===== src/rtl/seq_round_judge_pkg.sv =====
// Shared constants for the memory-sequence round judge: symbol width, LFSR taps, FSM encodings.
// Latency: n/a (package only).
// Backpressure: n/a (package only).
package seq_judge_pkg;

   localparam int SYM_W   = 2;
   localparam int NUM_SYM = 1 << SYM_W;

   // Right-shifting Fibonacci form of taps 16,14,13,11: feedback is the XOR of
   // state bits 0,2,3,5 and enters at bit 15.
   localparam logic [15:0] LFSR_TAPS = 16'h002D;

   typedef logic [2:0] state_t;
   localparam state_t IDLE  = 3'd0;
   localparam state_t GEN   = 3'd1;
   localparam state_t SHOW  = 3'd2;
   localparam state_t INPUT = 3'd3;
   localparam state_t CLEAR = 3'd4;
   localparam state_t FAIL  = 3'd5;

   // Requested round length forced into 1..max_k.
   function automatic int clamp_len(input int req, input int max_k);
      if (req <= 0)
         return 1;
      else if (req > max_k)
         return max_k;
      else
         return req;
   endfunction

endpackage


===== src/rtl/seq_round_judge_if.sv =====
// Bundle between game-state logic (master) and the round judge (slave).
// Latency: n/a (wires only).
// Backpressure: none; start/key_valid are single-cycle pulses, outputs are levels/pulses.
interface seq_round_judge_if;

   logic                                     start;
   logic                                     abort;
   logic [3:0]                               difficulty_k;
   logic                                     key_valid;
   logic [seq_judge_pkg::SYM_W-1:0]          key_code;
   logic [seq_judge_pkg::NUM_SYM-1:0]        show_led;
   logic                                     busy;
   logic                                     input_phase;
   logic                                     round_clear;
   logic                                     game_fail;

   modport master (
      output start, abort, difficulty_k, key_valid, key_code,
      input  show_led, busy, input_phase, round_clear, game_fail
   );

   modport slave (
      input  start, abort, difficulty_k, key_valid, key_code,
      output show_led, busy, input_phase, round_clear, game_fail
   );

endinterface


===== src/rtl/seq_round_judge_lfsr16.sv =====
// Free-running 16-bit Fibonacci LFSR; ports: clk, rst (async, active-high), state (current value).
// Latency: new value every cycle, reset loads SEED.
// Backpressure: none; steps unconditionally.
module lfsr16
   import seq_judge_pkg::*;
#(
   parameter logic [15:0] SEED = 16'hACE1
) (
   input  logic        clk,
   input  logic        rst,
   output logic [15:0] state
);

   always_ff @(posedge clk or posedge rst) begin
      if (rst)
         state <= SEED;
      else
         state <= {^(state & LFSR_TAPS), state[15:1]};
   end

endmodule


===== src/rtl/seq_round_judge.sv =====
// Per-round judge: generates k random symbols, shows them on LEDs, then checks player keys.
// Latency: round_clear / game_fail appear the cycle after the deciding key (or timeout cycle).
// Backpressure: none; start while busy and keys outside INPUT are dropped.
// Ports: clk, rst (async active-high), bus (seq_round_judge_if.slave: start, abort,
// difficulty_k, key_valid, key_code in; show_led, busy, input_phase, round_clear, game_fail out).
module seq_round_judge
   import seq_judge_pkg::*;
#(
   parameter int          SHOW_TICKS    = 25_000_000,
   parameter int          GAP_TICKS     = 12_500_000,
   parameter int          TIMEOUT_TICKS = 250_000_000,
   parameter int          MAX_K         = 12,
   parameter logic [15:0] LFSR_SEED     = 16'hACE1
) (
   input  logic             clk,
   input  logic             rst,
   seq_round_judge_if.slave bus
);

   localparam int IDX_W  = $clog2(MAX_K + 1);
   localparam int TICK_W = $clog2(((SHOW_TICKS > GAP_TICKS) ? SHOW_TICKS : GAP_TICKS) + 1);
   localparam int TO_W   = $clog2(TIMEOUT_TICKS + 1);

   localparam logic [TICK_W-1:0] SHOW_LAST = TICK_W'(SHOW_TICKS - 1);
   localparam logic [TICK_W-1:0] GAP_LAST  = TICK_W'(GAP_TICKS - 1);
   localparam logic [TO_W-1:0]   TO_LAST   = TO_W'(TIMEOUT_TICKS - 1);

   state_t             state;
   logic [IDX_W-1:0]   len;
   logic [IDX_W-1:0]   idx;
   logic [IDX_W-1:0]   last_idx;
   logic [TICK_W-1:0]  tick;
   logic               gap;       // 0: symbol lit, 1: dark gap after it
   logic [TO_W-1:0]    to_cnt;
   logic               fail_q;
   logic [SYM_W-1:0]   pattern [MAX_K];
   logic [15:0]        lfsr;
   logic               lfsr_unused;
   logic               key_hit;

   lfsr16 #(.SEED(LFSR_SEED)) u_lfsr (
      .clk   (clk),
      .rst   (rst),
      .state (lfsr)
   );

   assign lfsr_unused = ^lfsr[15:SYM_W];
   assign last_idx    = len - 1'b1;
   assign key_hit     = (bus.key_code == pattern[idx]);

   always_ff @(posedge clk or posedge rst) begin
      if (rst) begin
         state  <= IDLE;
         len    <= '0;
         idx    <= '0;
         tick   <= '0;
         gap    <= 1'b0;
         to_cnt <= '0;
         fail_q <= 1'b0;
      end else if (bus.abort) begin
         state  <= IDLE;
         idx    <= '0;
         tick   <= '0;
         gap    <= 1'b0;
         to_cnt <= '0;
         fail_q <= 1'b0;
      end else begin
         case (state)
            IDLE: begin
               if (bus.start) begin
                  len    <= IDX_W'(clamp_len(int'(bus.difficulty_k), MAX_K));
                  idx    <= '0;
                  fail_q <= 1'b0;
                  state  <= GEN;
               end
            end
            GEN: begin
               if (idx == last_idx) begin
                  idx   <= '0;
                  tick  <= '0;
                  gap   <= 1'b0;
                  state <= SHOW;
               end else begin
                  idx <= idx + 1'b1;
               end
            end
            SHOW: begin
               if (!gap) begin
                  if (tick == SHOW_LAST) begin
                     tick <= '0;
                     gap  <= 1'b1;
                  end else begin
                     tick <= tick + 1'b1;
                  end
               end else if (tick == GAP_LAST) begin
                  tick <= '0;
                  gap  <= 1'b0;
                  if (idx == last_idx) begin
                     idx    <= '0;
                     to_cnt <= '0;
                     state  <= INPUT;
                  end else begin
                     idx <= idx + 1'b1;
                  end
               end else begin
                  tick <= tick + 1'b1;
               end
            end
            INPUT: begin
               // A key arriving on the expiry cycle is judged instead of timing out.
               if (bus.key_valid) begin
                  if (!key_hit) begin
                     fail_q <= 1'b1;
                     state  <= FAIL;
                  end else if (idx == last_idx) begin
                     state <= CLEAR;
                  end else begin
                     idx    <= idx + 1'b1;
                     to_cnt <= '0;
                  end
               end else if (to_cnt == TO_LAST) begin
                  fail_q <= 1'b1;
                  state  <= FAIL;
               end else begin
                  to_cnt <= to_cnt + 1'b1;
               end
            end
            CLEAR:   state <= IDLE;
            FAIL:    state <= IDLE;
            default: state <= IDLE;
         endcase
      end
   end

   // Pattern storage needs no reset: every entry read in a round is written in GEN first.
   always_ff @(posedge clk) begin
      if (state == GEN && !bus.abort)
         pattern[idx] <= lfsr[SYM_W-1:0];
   end

   always_comb begin
      bus.show_led = '0;
      if (state == SHOW && !gap)
         bus.show_led[pattern[idx]] = 1'b1;
   end

   assign bus.busy        = (state != IDLE);
   assign bus.input_phase = (state == INPUT);
   // abort in the CLEAR cycle still suppresses the success pulse.
   assign bus.round_clear = (state == CLEAR) && !bus.abort;
   assign bus.game_fail   = fail_q;

endmodule


===== src/flat_wrapper.sv =====
// flat-port wrapper written by rule: the top's interface ports become plain ports
module seq_round_judge_flat import seq_judge_pkg::*;
#(
   parameter int          SHOW_TICKS    = 25_000_000,
   parameter int          GAP_TICKS     = 12_500_000,
   parameter int          TIMEOUT_TICKS = 250_000_000,
   parameter int          MAX_K         = 12,
   parameter logic [15:0] LFSR_SEED     = 16'hACE1
)
  (clk, rst, bus_start, bus_abort, bus_difficulty_k, bus_key_valid, bus_key_code, bus_show_led, bus_busy, bus_input_phase, bus_round_clear, bus_game_fail);
  seq_round_judge_if bus_i ();
  input  logic clk;
  input  logic rst;
  input wire logic [$bits(bus_i.start)-1:0] bus_start;
  input wire logic [$bits(bus_i.abort)-1:0] bus_abort;
  input wire logic [$bits(bus_i.difficulty_k)-1:0] bus_difficulty_k;
  input wire logic [$bits(bus_i.key_valid)-1:0] bus_key_valid;
  input wire logic [$bits(bus_i.key_code)-1:0] bus_key_code;
  output wire logic [$bits(bus_i.show_led)-1:0] bus_show_led;
  output wire logic [$bits(bus_i.busy)-1:0] bus_busy;
  output wire logic [$bits(bus_i.input_phase)-1:0] bus_input_phase;
  output wire logic [$bits(bus_i.round_clear)-1:0] bus_round_clear;
  output wire logic [$bits(bus_i.game_fail)-1:0] bus_game_fail;
  assign bus_i.start = bus_start;
  assign bus_i.abort = bus_abort;
  assign bus_i.difficulty_k = bus_difficulty_k;
  assign bus_i.key_valid = bus_key_valid;
  assign bus_i.key_code = bus_key_code;
  assign bus_show_led = bus_i.show_led;
  assign bus_busy = bus_i.busy;
  assign bus_input_phase = bus_i.input_phase;
  assign bus_round_clear = bus_i.round_clear;
  assign bus_game_fail = bus_i.game_fail;
  seq_round_judge #(.SHOW_TICKS(SHOW_TICKS), .GAP_TICKS(GAP_TICKS), .TIMEOUT_TICKS(TIMEOUT_TICKS), .MAX_K(MAX_K), .LFSR_SEED(LFSR_SEED)) u_core (.clk(clk), .rst(rst), .bus(bus_i));
endmodule

===== config.mk =====
export PLATFORM = sky130hd
export DESIGN_NAME = seq_round_judge_flat
export DESIGN_NICKNAME = d
export VERILOG_FILES = /design/src/rtl/seq_round_judge_pkg.sv /design/src/rtl/seq_round_judge_if.sv /design/src/rtl/seq_round_judge_lfsr16.sv /design/src/rtl/seq_round_judge.sv /design/src/flat_wrapper.sv
export SDC_FILE = /design/constraint.sdc
export NUM_CORES = 1
export LEC_CHECK = 0
export CORE_ASPECT_RATIO = 2
export CORE_MARGIN = 3
export CORE_UTILIZATION = 55
export CTS_CLUSTER_DIAMETER = 50
export DETAILED_ROUTE_END_ITERATION = 6
export PLACE_DENSITY = 0.69
export SETUP_SLACK_MARGIN = 0.3
export SLEW_MARGIN = 20
export SYNTH_ARGS = -nofsm -noshare
export SYNTH_HDL_FRONTEND = slang
export SYNTH_HIERARCHICAL = 1
export SYNTH_SLANG_ARGS = --single-unit

===== constraint.sdc =====
create_clock -name clk -period 7.8 [get_ports clk]
set_clock_uncertainty 0.1 [all_clocks]
set_input_delay 1.56 -clock clk [delete_from_list [all_inputs] [get_ports clk]]
set_output_delay 1.56 -clock clk [all_outputs]
set_load 0.02 [all_outputs]

Word-level counts from Yosys, hierarchy flattened
Memories as Yosys holds them, arrays and structs flattened. Index checks and enable logic that the tools add are counted.

Register bits: 82. Bits in writable memories: 24. Input port bits: 11. Logic and storage cells: 114. Memories: 1.

$add $sub $neg: 4. $lt $le $gt $ge: 4. Equal/unequal tests: 23. Mux-type cells: 54. Bitwise operators: 1. Reduce and logical (&&, ||, !) cells: 19.

Memories: u_core.pattern (depth 12, width 2, read ports 1, clocked after Yosys merged registers in 0, write ports 1, line seq_round_judge.sv:36) `logic [SYM_W-1:0] pattern [MAX_K];`.

Operators by type and width (count): 28-bit 2-to-1 mux (8); 25-bit 2-to-1 mux (5); 28-bit case mux with 2 select lines (1); 25-bit case mux with 2 select lines (1); 4-bit 2-to-1 mux (11); 3-bit 2-to-1 mux (10); 28-bit by 1-bit adder with 28-bit output (second input constant) (1); 28-bit equality test (second input constant) (1); 25-bit by 1-bit adder with 25-bit output (second input constant) (1); 25-bit by 24-bit equality test with 1-bit output (second input constant) (1); 25-bit equality test (second input constant) (1); 7-bit AND reduction (3); 4-bit case mux with 4 select lines (1); 16-bit parity (1); 3-bit by 2-bit != test with 1-bit output (second input constant) (5); 1-bit 2-to-1 mux (13); 4-bit != test (second input constant) (3); 3-bit case mux with 4 select lines (1); 3-bit nonzero test (4); 3-bit != test (second input constant) (3); 4-bit by 3-bit != test with 1-bit output (second input constant) (2); 3-bit by 2-bit equality test with 1-bit output (second input constant) (2); 5-bit != test (second input constant) (1); 5-bit nonzero test (1); other kinds (19) (24).

Longest topological paths before layout
Depth after elaboration: 7. Depth in mapped cells: 10.

Modules after synthesis
The synthesis kept the hierarchy.

Modules (own cells, without submodules): seq_round_judge (instances 1, cells each 526, area an instance 5053.6 um2); lfsr16 (instances 1, cells each 20, area an instance 440.4 um2).

Worst setup path after synthesis
OpenSTA, ideal clock, no wires.

Kind: in2out. From: input bus_abort. To: output bus_round_clear. Data arrival time: 2187 ps. Data required time: 6140 ps. Setup slack: 3953 ps. Stages on the path: 1. Path buffers: 0. Path through: nor4_1.

Word-level cells in the longest chain between the ends: 2.

RTL lines: from (decl) (line flat_wrapper.sv:15) `input wire logic [$bits(bus_i.abort)-1:0] bus_abort;`; 1-bit zero test (line seq_round_judge.sv:150) `assign bus.round_clear = (state == CLEAR) && !bus.abort;`; 1-bit logical AND (line seq_round_judge.sv:150); to (decl) (line flat_wrapper.sv:22) `output wire logic [$bits(bus_i.round_clear)-1:0] bus_round_clear;`.

No other way between the ends.

Worst setup path in the final report
Same ends and word-level chain as after synthesis.

==> impl_metrics.ini <==
[status]
status = completed

[setup_path]
worst-endpoint-arrival_ns = 2.99
path_class = in2out
cp.required_ns = 6.14
crit_fanout = 7
critPathLaunchType = primary input
reg2reg_depth = 7
endpoint_kind = output pin

[pwr]
p_leak_nw = 2.307
p_int_mw = 0.9536
p_clk_share_pct = 33.8
p_comb_share_pct = 20.6
sequentialPowerShare_pct = 45.6
p_per_area_mw_per_mm2 = 226.5
peakVddDrop_mv = 0.1712
p_sw_share_pct = 30.43
p_sw_mw = 0.4170

[grt]
use_met1_pct = 23.67
grt_pass1_vias = 4220
grt_pass1_wl_um = 19960
grt_use_met2_pct = 41.00
antenna_found_initial = 0
gr-usage-met3_pct = 3.190
grt_max_degree = 67
grt_usage_pct = 22.16
grt_overflow = 0
grt_busiest_layer = met2

[logic_synthesis]
synth_seq_cells = 106
yosysTopAreaCell = dfrtp_1
syn_area_mm2 = 0.005494
yosys_most_used_dff = dfrtp_1
syn_inst = 546
synth_edf_count = 24
synth-seq-area-share_pct = 50.65
yosys_warnings = 6
syn_nets = 564
async_flop_share_pct = 77.36
yosysUniqueCellTypes = 61
synth_top_area_share_pct = 33.71
syn_avg_cell_area_um2 = 10.06
synth.top_cells.by_area = dfrtp_1 (34%), edfxtp_1 (13%), nor2_1 (3.9%)

[sta]
setup-violations-final = 0
worst_slack_ns = 3.153
period_minus_slack_ns = 4.647
relSlewSlack_pct = 35.71
setup_tns_ns = 0
worst_slew_pin_slew_ns = 0.9624
finalMaxSlewViolations = 0
fmax_mhz = 215.2
period_share_pct = 59.58
rsz0062_at_grt = no
hold_violations = 0

[clock_network]
cts_buffers = 9
cts-root-buf = clkbuf_16
ctsHoldBuffers = 0
cts_buffer_depth = 2
insertion_delay_ns = 0.35
cts_setup_buffers = 0
cts_tree = built
htree_levels = 3
cts.clk_slew.worst_paths_ns = 0.08
cts-resized-gates = 0
clock_sinks = 106

[route]
num_vias = 4179
totalWireLength_um = 11680
drtIter0Drc = 271
vias_per_cell = 6.022
wl_per_cell_um = 16.83
drc = 0
dr.pass1.iters = 7
detail-route-antenna-nets = 0

[floorplan]
dieHeight_um = 147.3
initial_core_util_pct = 56.27
die_w_um = 76.67
ios = 19
coreArea_mm2 = 0.009763
rows = 51
die-area_mm2 = 0.01130

[placed_design]
portBuffers = 18
place_ws_ns = 3.124
gp_congestion = 0.8754
dp_hpwl_um = 8389

[layout]
syn2layout_area_growth_pct = 10.13
nets = 575
layout-drive-gt1-share_pct = 9.431
num_antenna_cells = 0

[job]
cap_violations = 0

[min_path]
hold_path.class = reg2reg
hold_path_depth = 0
[routing by layer]
layer | part of all wire, % | up-vias
met4 | 3.6 | 0
met5 | 0 | -
met1 | 38 | 2058
li1 | - | 2007
met2 | 56 | 86
met3 | 2.5 | 28
[flip-flops by register name, indices dropped and copies added (netlist names)]
| register | flops |
|---|---|
| u_core/to_cnt | 28 |
| u_core/idx | 4 |
| u_core/tick | 25 |
| u_core/len | 4 |
| u_core/bus.game_fail | 1 |
| u_core/state | 3 |
| u_core/u_lfsr/state | 16 |
| u_core/pattern | 24 |
| u_core/gap | 1 |
[synth_stat cells, drive strengths merged, types with 7 or more instances]
master,instances
o31ai,20
inv,19
a21oi,28
xnor2,20
nand4,7
ha,7
nand3,34
buf,11
and2,17
dfrtp,74
nor3,13
or4,8
o21ai,43
mux2,7
nor4,15
nand2,44
edfxtp,24
dfstp,8
clkbuf,10
nor2,57
[cell families (layout without fill, tap and decap cells)]
logic type,after synthesis,after routing,share of synthesized area (%)
flip-flops,106,106,50.65
multiplexers,17,17,4.372
adder cells (fa/ha/maj),8,8,1.776
AO/OA/AOI/OAI,110,110,12.57
buffers and inverters,40,56,3.667
AND/OR/NAND/NOR,240,240,22.73
XOR/XNOR,25,25,4.236
[per-stage QoR]
step / utilization [%] / power (mW) / instance area [um^2] / instances / hold slack, ns
after global routing: 61.98 / 1.443 / 6051 / 694 / 0.2676
after floorplan: - / 0.8530 / 5494 / 546 / 0.2312
after CTS: 61.98 / 1.383 / 6051 / 694 / 0.2607
final: 61.98 / 1.371 / 6051 / 694 / 0.2598
after global placement: 58.75 / 0.9119 / 5736 / 678 / 0.2432
after detailed placement: 58.75 / 0.9169 / 5736 / 678 / 0.2386
[power groups by stage]
stage                     sequential, mW  combinational (mW)  clock, mW
after floorplan                    0.613               0.240          0
after global placement             0.635               0.276          0
after detailed placement           0.636               0.281          0
after CTS                          0.626               0.284      0.473
after global routing               0.629               0.313      0.501
final                              0.626               0.282      0.463
[worst paths after layout]
path	start	end	slack [ns]
setup / recovery	bus_abort	bus_round_clear	3.15
hold / removal	u_core/u_lfsr/state[4]$_DFF_PP0_	u_core/u_lfsr/state[3]$_DFF_PP0_	0.26
setup reg to reg	u_core/idx[1]$_DFFE_PP0P_	u_core/to_cnt[20]$_DFFE_PP0P_	4.38
hold reg to reg	u_core/u_lfsr/state[4]$_DFF_PP0_	u_core/u_lfsr/state[3]$_DFF_PP0_	0.26
max in group asynchronous	rst	u_core/idx[0]$_DFFE_PP0P_	5.35
min in group asynchronous	rst	u_core/u_lfsr/state[3]$_DFF_PP0_	1.50
[final cells by class]
class	instances	area [um^2]
sequential	106	2783
fill	836	3712
tap	132	165.2
clock buffer	10	250.2
multi-input combinational	400	2514
inverter	19	71.32
timing repair buffer	21	202.7
clock inverter	6	65.06
[critical path, cell delays in order]
cell	delay, ns
clkdlybuf4s50_1	0.53
nor4_1	0.24
clkdlybuf4s50_1	0.66
[layout by cell type, fill, tap and decap left out, types with 4 or more instances in the layout]
master | netlist | final
clkdlybuf4s50_1 | 0 | 18
nor3_1 | 13 | 13
o31ai_1 | 20 | 20
o21ai_0 | 40 | 40
nor2b_1 | 6 | 6
dfrtp_1 | 74 | 74
mux2_2 | 6 | 6
and4_1 | 5 | 5
nor2_1 | 57 | 57
inv_1 | 19 | 18
nand2b_1 | 6 | 6
or3_1 | 6 | 6
clkbuf_16 | 0 | 10
nand3_1 | 34 | 34
and2_1 | 16 | 16
nor4_1 | 15 | 15
nand2_1 | 44 | 44
dfstp_2 | 8 | 8
ha_1 | 7 | 7
a21oi_1 | 27 | 26
xor2_1 | 4 | 4
edfxtp_1 | 24 | 24
or4_1 | 8 | 8
xnor2_1 | 20 | 20
mux2i_1 | 6 | 6
and3_1 | 5 | 5
nand4_1 | 7 | 7
Note: power is estimated with default switching activity, not from simulation.
